## src/rtl/fifo_wr_arbiter_if.sv

```systemverilog
// Purpose: bundles the requester, grant and FIFO write-port signals of fifo_wr_arbiter.
// Latency: n/a (wiring only).
// Backpressure: fifo_full from the FIFO side stalls the granted requester.
interface fifo_wr_arbiter_if #(
    parameter int N_REQ  = 4,
    parameter int DATA_W = 8
);
    localparam int ID_W = (N_REQ > 1) ? $clog2(N_REQ) : 1;

    logic [N_REQ-1:0]        req;
    logic [N_REQ*DATA_W-1:0] req_data;
    logic [N_REQ-1:0]        gnt;
    logic [N_REQ-1:0]        ack;
    logic                    fifo_full;
    logic                    fifo_wr_en;
    logic [DATA_W-1:0]       fifo_wr_data;
    logic [ID_W-1:0]         owner_id;
    logic [N_REQ*16-1:0]     wr_cnt;

    // Arbiter side
    modport master (
        input  req, req_data, fifo_full,
        output gnt, ack, fifo_wr_en, fifo_wr_data, owner_id, wr_cnt
    );

    // Requesters / FIFO side
    modport slave (
        output req, req_data, fifo_full,
        input  gnt, ack, fifo_wr_en, fifo_wr_data, owner_id, wr_cnt
    );
endinterface

```

## src/rtl/fifo_wr_arbiter.sv

```systemverilog
// Purpose: round-robin arbiter sharing one FIFO write port among N_REQ producers, bursts of up to MAX_BURST words.
// Latency: grant registered 1 cycle after req in IDLE; wr_en/ack/data combinational from the held grant.
// Backpressure: fifo_full blocks every ack and freezes the grant and burst count; optional stats via FIFO_WR_ARB_STATS_EN.
module fifo_wr_arbiter #(
    parameter int N_REQ     = 4,
    parameter int DATA_W    = 8,
    parameter int MAX_BURST = 4
) (
    input  logic              clk,
    input  logic              reset_n,
    fifo_wr_arbiter_if.master bus
);
    localparam int ID_W = (N_REQ > 1) ? $clog2(N_REQ) : 1;

    typedef enum logic {S_IDLE, S_BUSY} state_t;

    state_t            r_state, w_state_nxt;
    logic [N_REQ-1:0]  r_gnt, w_gnt_nxt;
    logic [ID_W-1:0]   r_owner, w_owner_nxt;
    logic [ID_W-1:0]   r_rr_ptr, w_rr_ptr_nxt;
    logic [3:0]        r_burst, w_burst_nxt;

    logic [N_REQ-1:0]  w_ack;
    logic [ID_W-1:0]   w_arb_ptr;
    logic [ID_W-1:0]   w_win;
    logic              w_found;
    logic              w_owner_req;
    logic              w_last_beat;
    logic              w_release;

    // First set bit of vec scanning ptr+1, ptr+2, ... (mod N_REQ); returns {found, index}.
    function automatic logic [ID_W:0] rr_pick(input logic [N_REQ-1:0] vec,
                                              input logic [ID_W-1:0]  ptr);
        logic [ID_W:0] res;
        int            idx;
        res = '0;
        for (int k = 1; k <= N_REQ; k++) begin
            idx = (int'(ptr) + k) % N_REQ;
            if (!res[ID_W] && vec[ID_W'(idx)]) begin
                res = {1'b1, ID_W'(idx)};
            end
        end
        return res;
    endfunction

    // Accept/release decode and round-robin search; on a req drop the owner bit is already clear in req.
    always_comb begin
        w_ack       = r_gnt & bus.req & {N_REQ{~bus.fifo_full}};
        w_owner_req = bus.req[r_owner];
        w_last_beat = w_ack[r_owner] && (r_burst == 4'(MAX_BURST - 1));
        w_release   = (r_state == S_BUSY) && (!w_owner_req || w_last_beat);
        w_arb_ptr   = (r_state == S_IDLE) ? r_rr_ptr : r_owner;
        {w_found, w_win} = rr_pick(bus.req, w_arb_ptr);
    end

    // Next-state: grant hand-off happens in the release cycle so there is no idle bubble.
    always_comb begin
        w_state_nxt  = r_state;
        w_gnt_nxt    = r_gnt;
        w_owner_nxt  = r_owner;
        w_rr_ptr_nxt = r_rr_ptr;
        w_burst_nxt  = r_burst;
        case (r_state)
            S_IDLE: begin
                if (w_found) begin
                    w_state_nxt = S_BUSY;
                    w_gnt_nxt   = N_REQ'(1) << w_win;
                    w_owner_nxt = w_win;
                    w_burst_nxt = '0;
                end
            end
            S_BUSY: begin
                if (w_release) begin
                    w_rr_ptr_nxt = r_owner;
                    w_burst_nxt  = '0;
                    if (w_found) begin
                        w_gnt_nxt   = N_REQ'(1) << w_win;
                        w_owner_nxt = w_win;
                    end else begin
                        w_state_nxt = S_IDLE;
                        w_gnt_nxt   = '0;
                        w_owner_nxt = '0;
                    end
                end else if (|w_ack) begin
                    w_burst_nxt = r_burst + 4'd1;
                end
            end
            default: begin
                w_state_nxt = S_IDLE;
                w_gnt_nxt   = '0;
                w_owner_nxt = '0;
                w_burst_nxt = '0;
            end
        endcase
    end

    // Arbiter state register; rr_ptr starts at N_REQ-1 so requester 0 wins first.
    always_ff @(posedge clk or negedge reset_n) begin
        if (!reset_n) begin
            r_state  <= S_IDLE;
            r_gnt    <= '0;
            r_owner  <= '0;
            r_rr_ptr <= ID_W'(N_REQ - 1);
            r_burst  <= '0;
        end else begin
            r_state  <= w_state_nxt;
            r_gnt    <= w_gnt_nxt;
            r_owner  <= w_owner_nxt;
            r_rr_ptr <= w_rr_ptr_nxt;
            r_burst  <= w_burst_nxt;
        end
    end

    assign bus.gnt          = r_gnt;
    assign bus.ack          = w_ack;
    assign bus.owner_id     = r_owner;
    assign bus.fifo_wr_en   = |w_ack;
    assign bus.fifo_wr_data = (r_state == S_BUSY) ? bus.req_data[r_owner*DATA_W +: DATA_W]
                                                  : '0;

`ifdef FIFO_WR_ARB_STATS_EN
    logic [N_REQ*16-1:0] r_wr_cnt;

    // Per-requester saturating write counters, cleared only by reset.
    always_ff @(posedge clk or negedge reset_n) begin
        if (!reset_n) begin
            r_wr_cnt <= '0;
        end else begin
            for (int i = 0; i < N_REQ; i++) begin
                if (w_ack[i] && (r_wr_cnt[i*16 +: 16] != 16'hFFFF)) begin
                    r_wr_cnt[i*16 +: 16] <= r_wr_cnt[i*16 +: 16] + 16'd1;
                end
            end
        end
    end

    assign bus.wr_cnt = r_wr_cnt;
`else
    assign bus.wr_cnt = '0;
`endif

endmodule

```

## src/flat_wrapper.sv

```systemverilog
// flat-port wrapper written by rule: the top's interface ports become plain ports
module fifo_wr_arbiter_flat 
#(
    parameter int N_REQ     = 4,
    parameter int DATA_W    = 8,
    parameter int MAX_BURST = 4
)
  (clk, reset_n, bus_req, bus_req_data, bus_fifo_full, bus_gnt, bus_ack, bus_fifo_wr_en, bus_fifo_wr_data, bus_owner_id, bus_wr_cnt);
  fifo_wr_arbiter_if #(.N_REQ(N_REQ), .DATA_W(DATA_W)) bus_i ();
  input  logic clk;
  input  logic reset_n;
  input wire logic [$bits(bus_i.req)-1:0] bus_req;
  input wire logic [$bits(bus_i.req_data)-1:0] bus_req_data;
  input wire logic [$bits(bus_i.fifo_full)-1:0] bus_fifo_full;
  output wire logic [$bits(bus_i.gnt)-1:0] bus_gnt;
  output wire logic [$bits(bus_i.ack)-1:0] bus_ack;
  output wire logic [$bits(bus_i.fifo_wr_en)-1:0] bus_fifo_wr_en;
  output wire logic [$bits(bus_i.fifo_wr_data)-1:0] bus_fifo_wr_data;
  output wire logic [$bits(bus_i.owner_id)-1:0] bus_owner_id;
  output wire logic [$bits(bus_i.wr_cnt)-1:0] bus_wr_cnt;
  assign bus_i.req = bus_req;
  assign bus_i.req_data = bus_req_data;
  assign bus_i.fifo_full = bus_fifo_full;
  assign bus_gnt = bus_i.gnt;
  assign bus_ack = bus_i.ack;
  assign bus_fifo_wr_en = bus_i.fifo_wr_en;
  assign bus_fifo_wr_data = bus_i.fifo_wr_data;
  assign bus_owner_id = bus_i.owner_id;
  assign bus_wr_cnt = bus_i.wr_cnt;
  fifo_wr_arbiter #(.N_REQ(N_REQ), .DATA_W(DATA_W), .MAX_BURST(MAX_BURST)) u_core (.clk(clk), .reset_n(reset_n), .bus(bus_i));
endmodule
```

## config.mk

```make
export PLATFORM = sky130hd
export DESIGN_NAME = fifo_wr_arbiter_flat
export DESIGN_NICKNAME = d
export VERILOG_FILES = /design/src/rtl/fifo_wr_arbiter_if.sv /design/src/rtl/fifo_wr_arbiter.sv /design/src/flat_wrapper.sv
export SDC_FILE = /design/constraint.sdc
export NUM_CORES = 1
export LEC_CHECK = 0
export CAP_MARGIN = 20
export CORE_ASPECT_RATIO = 1.1
export CORE_MARGIN = 2
export CORE_UTILIZATION = 37
export CTS_BUF_LIST = sky130_fd_sc_hd__clkbuf_2
export DETAILED_ROUTE_END_ITERATION = 10
export PLACE_DENSITY_LB_ADDON = 0.08
export SYNTH_ARGS = -nofsm -noshare
export SYNTH_HDL_FRONTEND = slang
export SYNTH_SLANG_ARGS = --single-unit
```

## constraint.sdc

```tcl
create_clock -name clk -period 3.6 [get_ports clk]
set_clock_uncertainty 0.2 [all_clocks]
set_input_delay 0.72 -clock clk [delete_from_list [all_inputs] [get_ports clk]]
set_output_delay 0.72 -clock clk [all_outputs]
set_load 0.01 [all_outputs]
```

==> results.toml <==
[synthesis]
syn-instance-count = 163
synth_seq_cells = 13
ys.flop_type = "dfrtp_1"
ys_types = 41
syn_area_per_cell_sq_um = 9.59
synth-async-reset-ratio_pct = 100
yosys.area_share.simple_pct = 12.8
synth_compound_area_share_pct = 13.5
seq_area_frac_synth_pct = 21.0
synthMuxAreaShare_pct = 16.7
yosysWarnings = 0
synth_top_family_by_area = "buffers and inverters"
synth_area_sq_mm = 0.00156
synth_edf_count = 0
synthXorXnorAreaFrac_pct = 1.12
yosys.area_share.adder_pct = 0.801

[place]
dp_cells = 269
finalWeightedCongestion = 0.787
hpwl_um = 3140
portBuffers = 57

[worst_setup_path]
crit_path_frequent_cell = "clkdlybuf4s50_1"
cp_top_family = "buffers and inverters"
worstSetupPathType = "primary input to primary output"
crit_buf_inv = 2
r2r_end = "u_core.bus.owner_id[1]"
r2r_slack_ps = 1040
slowest_stage = "clkdlybuf4s50_1"
slowest_delay_ps = 570
setup.worst_path.end_class = "primary output"
startpoint_type = "primary input"
crit_path_max_fanout = 5
worst_r2r_path_depth = 6
reg2reg_from = "u_core.r_burst[0]"
crit_arrival_ps = 2570
path_cells = "clkdlybuf4s50_1, and3b_1, or4_1, clkdlybuf4s50_1"
required_ps = 2680

[sta]
fin_crit_sh_pct = 96.9
max_freq_mhz = 287
worst_slew_pin_slew_ps = 827
hold_viol = 0
relSlewSlack_pct = 44.8
rsz0062_at_grt = "false"
fin_setup_tns_ps = 0
finalMaxSlewViolations = 0
period_needed_ps = 3490
setup_violations = 0

[floorplanning]
die-area_sq_mm = 0.00476
start_util_pct = 38.8
fp.dieH_um = 72.2
ioPinCount = 122
num_rows = 24
coreArea_sq_mm = 0.00402
die_x_um = 66.0

[clocking]
cts_sinks = 13
cts_tree = "done"
cts_post_setup_buffers_inserted = 0
clkTransAtPathRegs_ps = 120
cts_max_path_buffers = 2
cts_hold_buf = 0
numCtsBuffers = 3
ctsResizeCount = 0
root_buffer = "clkbuf_2"
cts_htree_levels = 1
insertion_delay_ps = 260

[cells_and_area]
post-route-util_pct = 49.0
seq_area_sq_um = 328
diodes = 0
fillCellCount = 403
final_cells = 273
fin_nets = 262
area_growth_pct = 26.1
drive_gt1_share_pct = 11.8
multi_input_area_sq_um = 942

[drt]
finalWirelength_um = 3830
first_pass_iters = 4
vias_per_cell = 4.52
drtAntennaViolNets = 0
avgRoutedWirePerCell_um = 14.0
num_vias = 1235
drc = 0
drt_iter0_markers = 16

[global_routing]
grt_max_degree = 18
grt_use_total_pct = 15.4
grt_first_pass_wirelength_um = 5660
grt_overflow = 0
grt_pass1_vias = 1181
antenna_found_initial = 0

[power]
powerDensity_mw_per_mm2 = 557
p_leak_uw = 0.000900
peakVddDrop_mv = 0.281
power_uw = 1100

[status]
status = "finished, final reports clean"

[hold_path]
hold_path_end = "u_core.r_burst[0]"
min_path_type = "flip-flop to flip-flop"
hp-start = "u_core.r_burst[0]"
hold_depth = 1

[job]
maxCapViolCount = 0
[flip-flops by register name, indices dropped and copies added, names as in the netlist]
register and flops:
u_core.r_state 1, u_core.bus.gnt 4, u_core.r_burst 4, u_core.r_rr_ptr 2, u_core.bus.owner_id 2
[worst max-delay path by stage]
stage	to	startpoint	cells past startpoint	slack [ps]
after CTS	bus_fifo_wr_en	bus_fifo_full	4	100
after detailed placement	bus_fifo_wr_en	bus_fifo_full	4	110
after floorplan	bus_fifo_wr_data[1]	u_core.bus.owner_id[0]	4	980
after global placement	bus_fifo_wr_en	bus_fifo_full	4	120
after global routing	bus_fifo_wr_en	bus_fifo_full	4	50
final	bus_fifo_wr_en	bus_fifo_full	4	110
[layout by cell type, fill, tap and decap left out, drive strengths merged, types with 4 or more instances in the layout]
cell            n
and3b           4
and2            8
mux4            9
nand2           7
a21boi          4
a21oi           5
nor2            6
clkbuf          4
conb           64
inv             4
clkdlybuf4s50  57
dfrtp          11
buf             4
[Yosys cell counts, drive strengths merged, types with 2 or more instances]
cell	instances	area share (%)
buf	67	32
a32o	3	1.9
mux2i	2	1.3
mux2	3	2.4
nand2	7	1.7
dfstp	2	3.4
and3b	4	2.2
nor2	6	1.4
o32ai	2	1.1
and2	8	3.2
a21oi	5	1.6
a21boi	4	1.9
dfrtp	11	18
o22ai	2	0.80
clkbuf	3	0.72
mux4	9	13
xor2	2	1.1
a221oi	2	1.1
inv	4	0.96
[per-layer routing]
| metal | part of all wire [%] | GRT usage, % | wire [um] | up-vias |
|---|---|---|---|---|
| met5 | 0 | 0 | 0 | - |
| met4 | 1.3 | 4.99 | 50 | 0 |
| met3 | 9.4 | 2.17 | 359 | 4 |
| met2 | 52 | 28.6 | 1990 | 79 |
| met1 | 37 | 18.0 | 1430 | 589 |
| li1 | - | - | - | 563 |
[report_power, final]
part	switching (uW)	leakage, uW	internal (uW)
clock	45.4	0.0000166	29.5
combinational	279	0.000723	425
sequential	116	0.000161	203
[kinds of logic after synthesis]
group	count (synthesis)
buffers and inverters	74
AND/OR/NAND/NOR	33
AO/OA/AOI/OAI	25
multiplexers	14
flip-flops	13
XOR/XNOR	2
adder cells (fa/ha/maj)	1
other	1
[through the flow]
step	cell area, sq um	hold slack [ps]	worst slack [ps]
3_5_place_dp	1950	310	111
6_report	1970	322	111
5_1_grt	1970	363	47.9
2_1_floorplan	1800	224	978
4_1_cts	1970	325	99.3
3_3_place_gp	1950	299	115
[area by class of cell]
cell class	count	share of cell area, %
well taps	52	3.30
inverters	4	0.762
clock buffers	4	1.02
repair buffers	61	30.5
multi-input cells	139	47.8
flip-flops and latches	13	16.6
(Power assumes the default switching activity.)
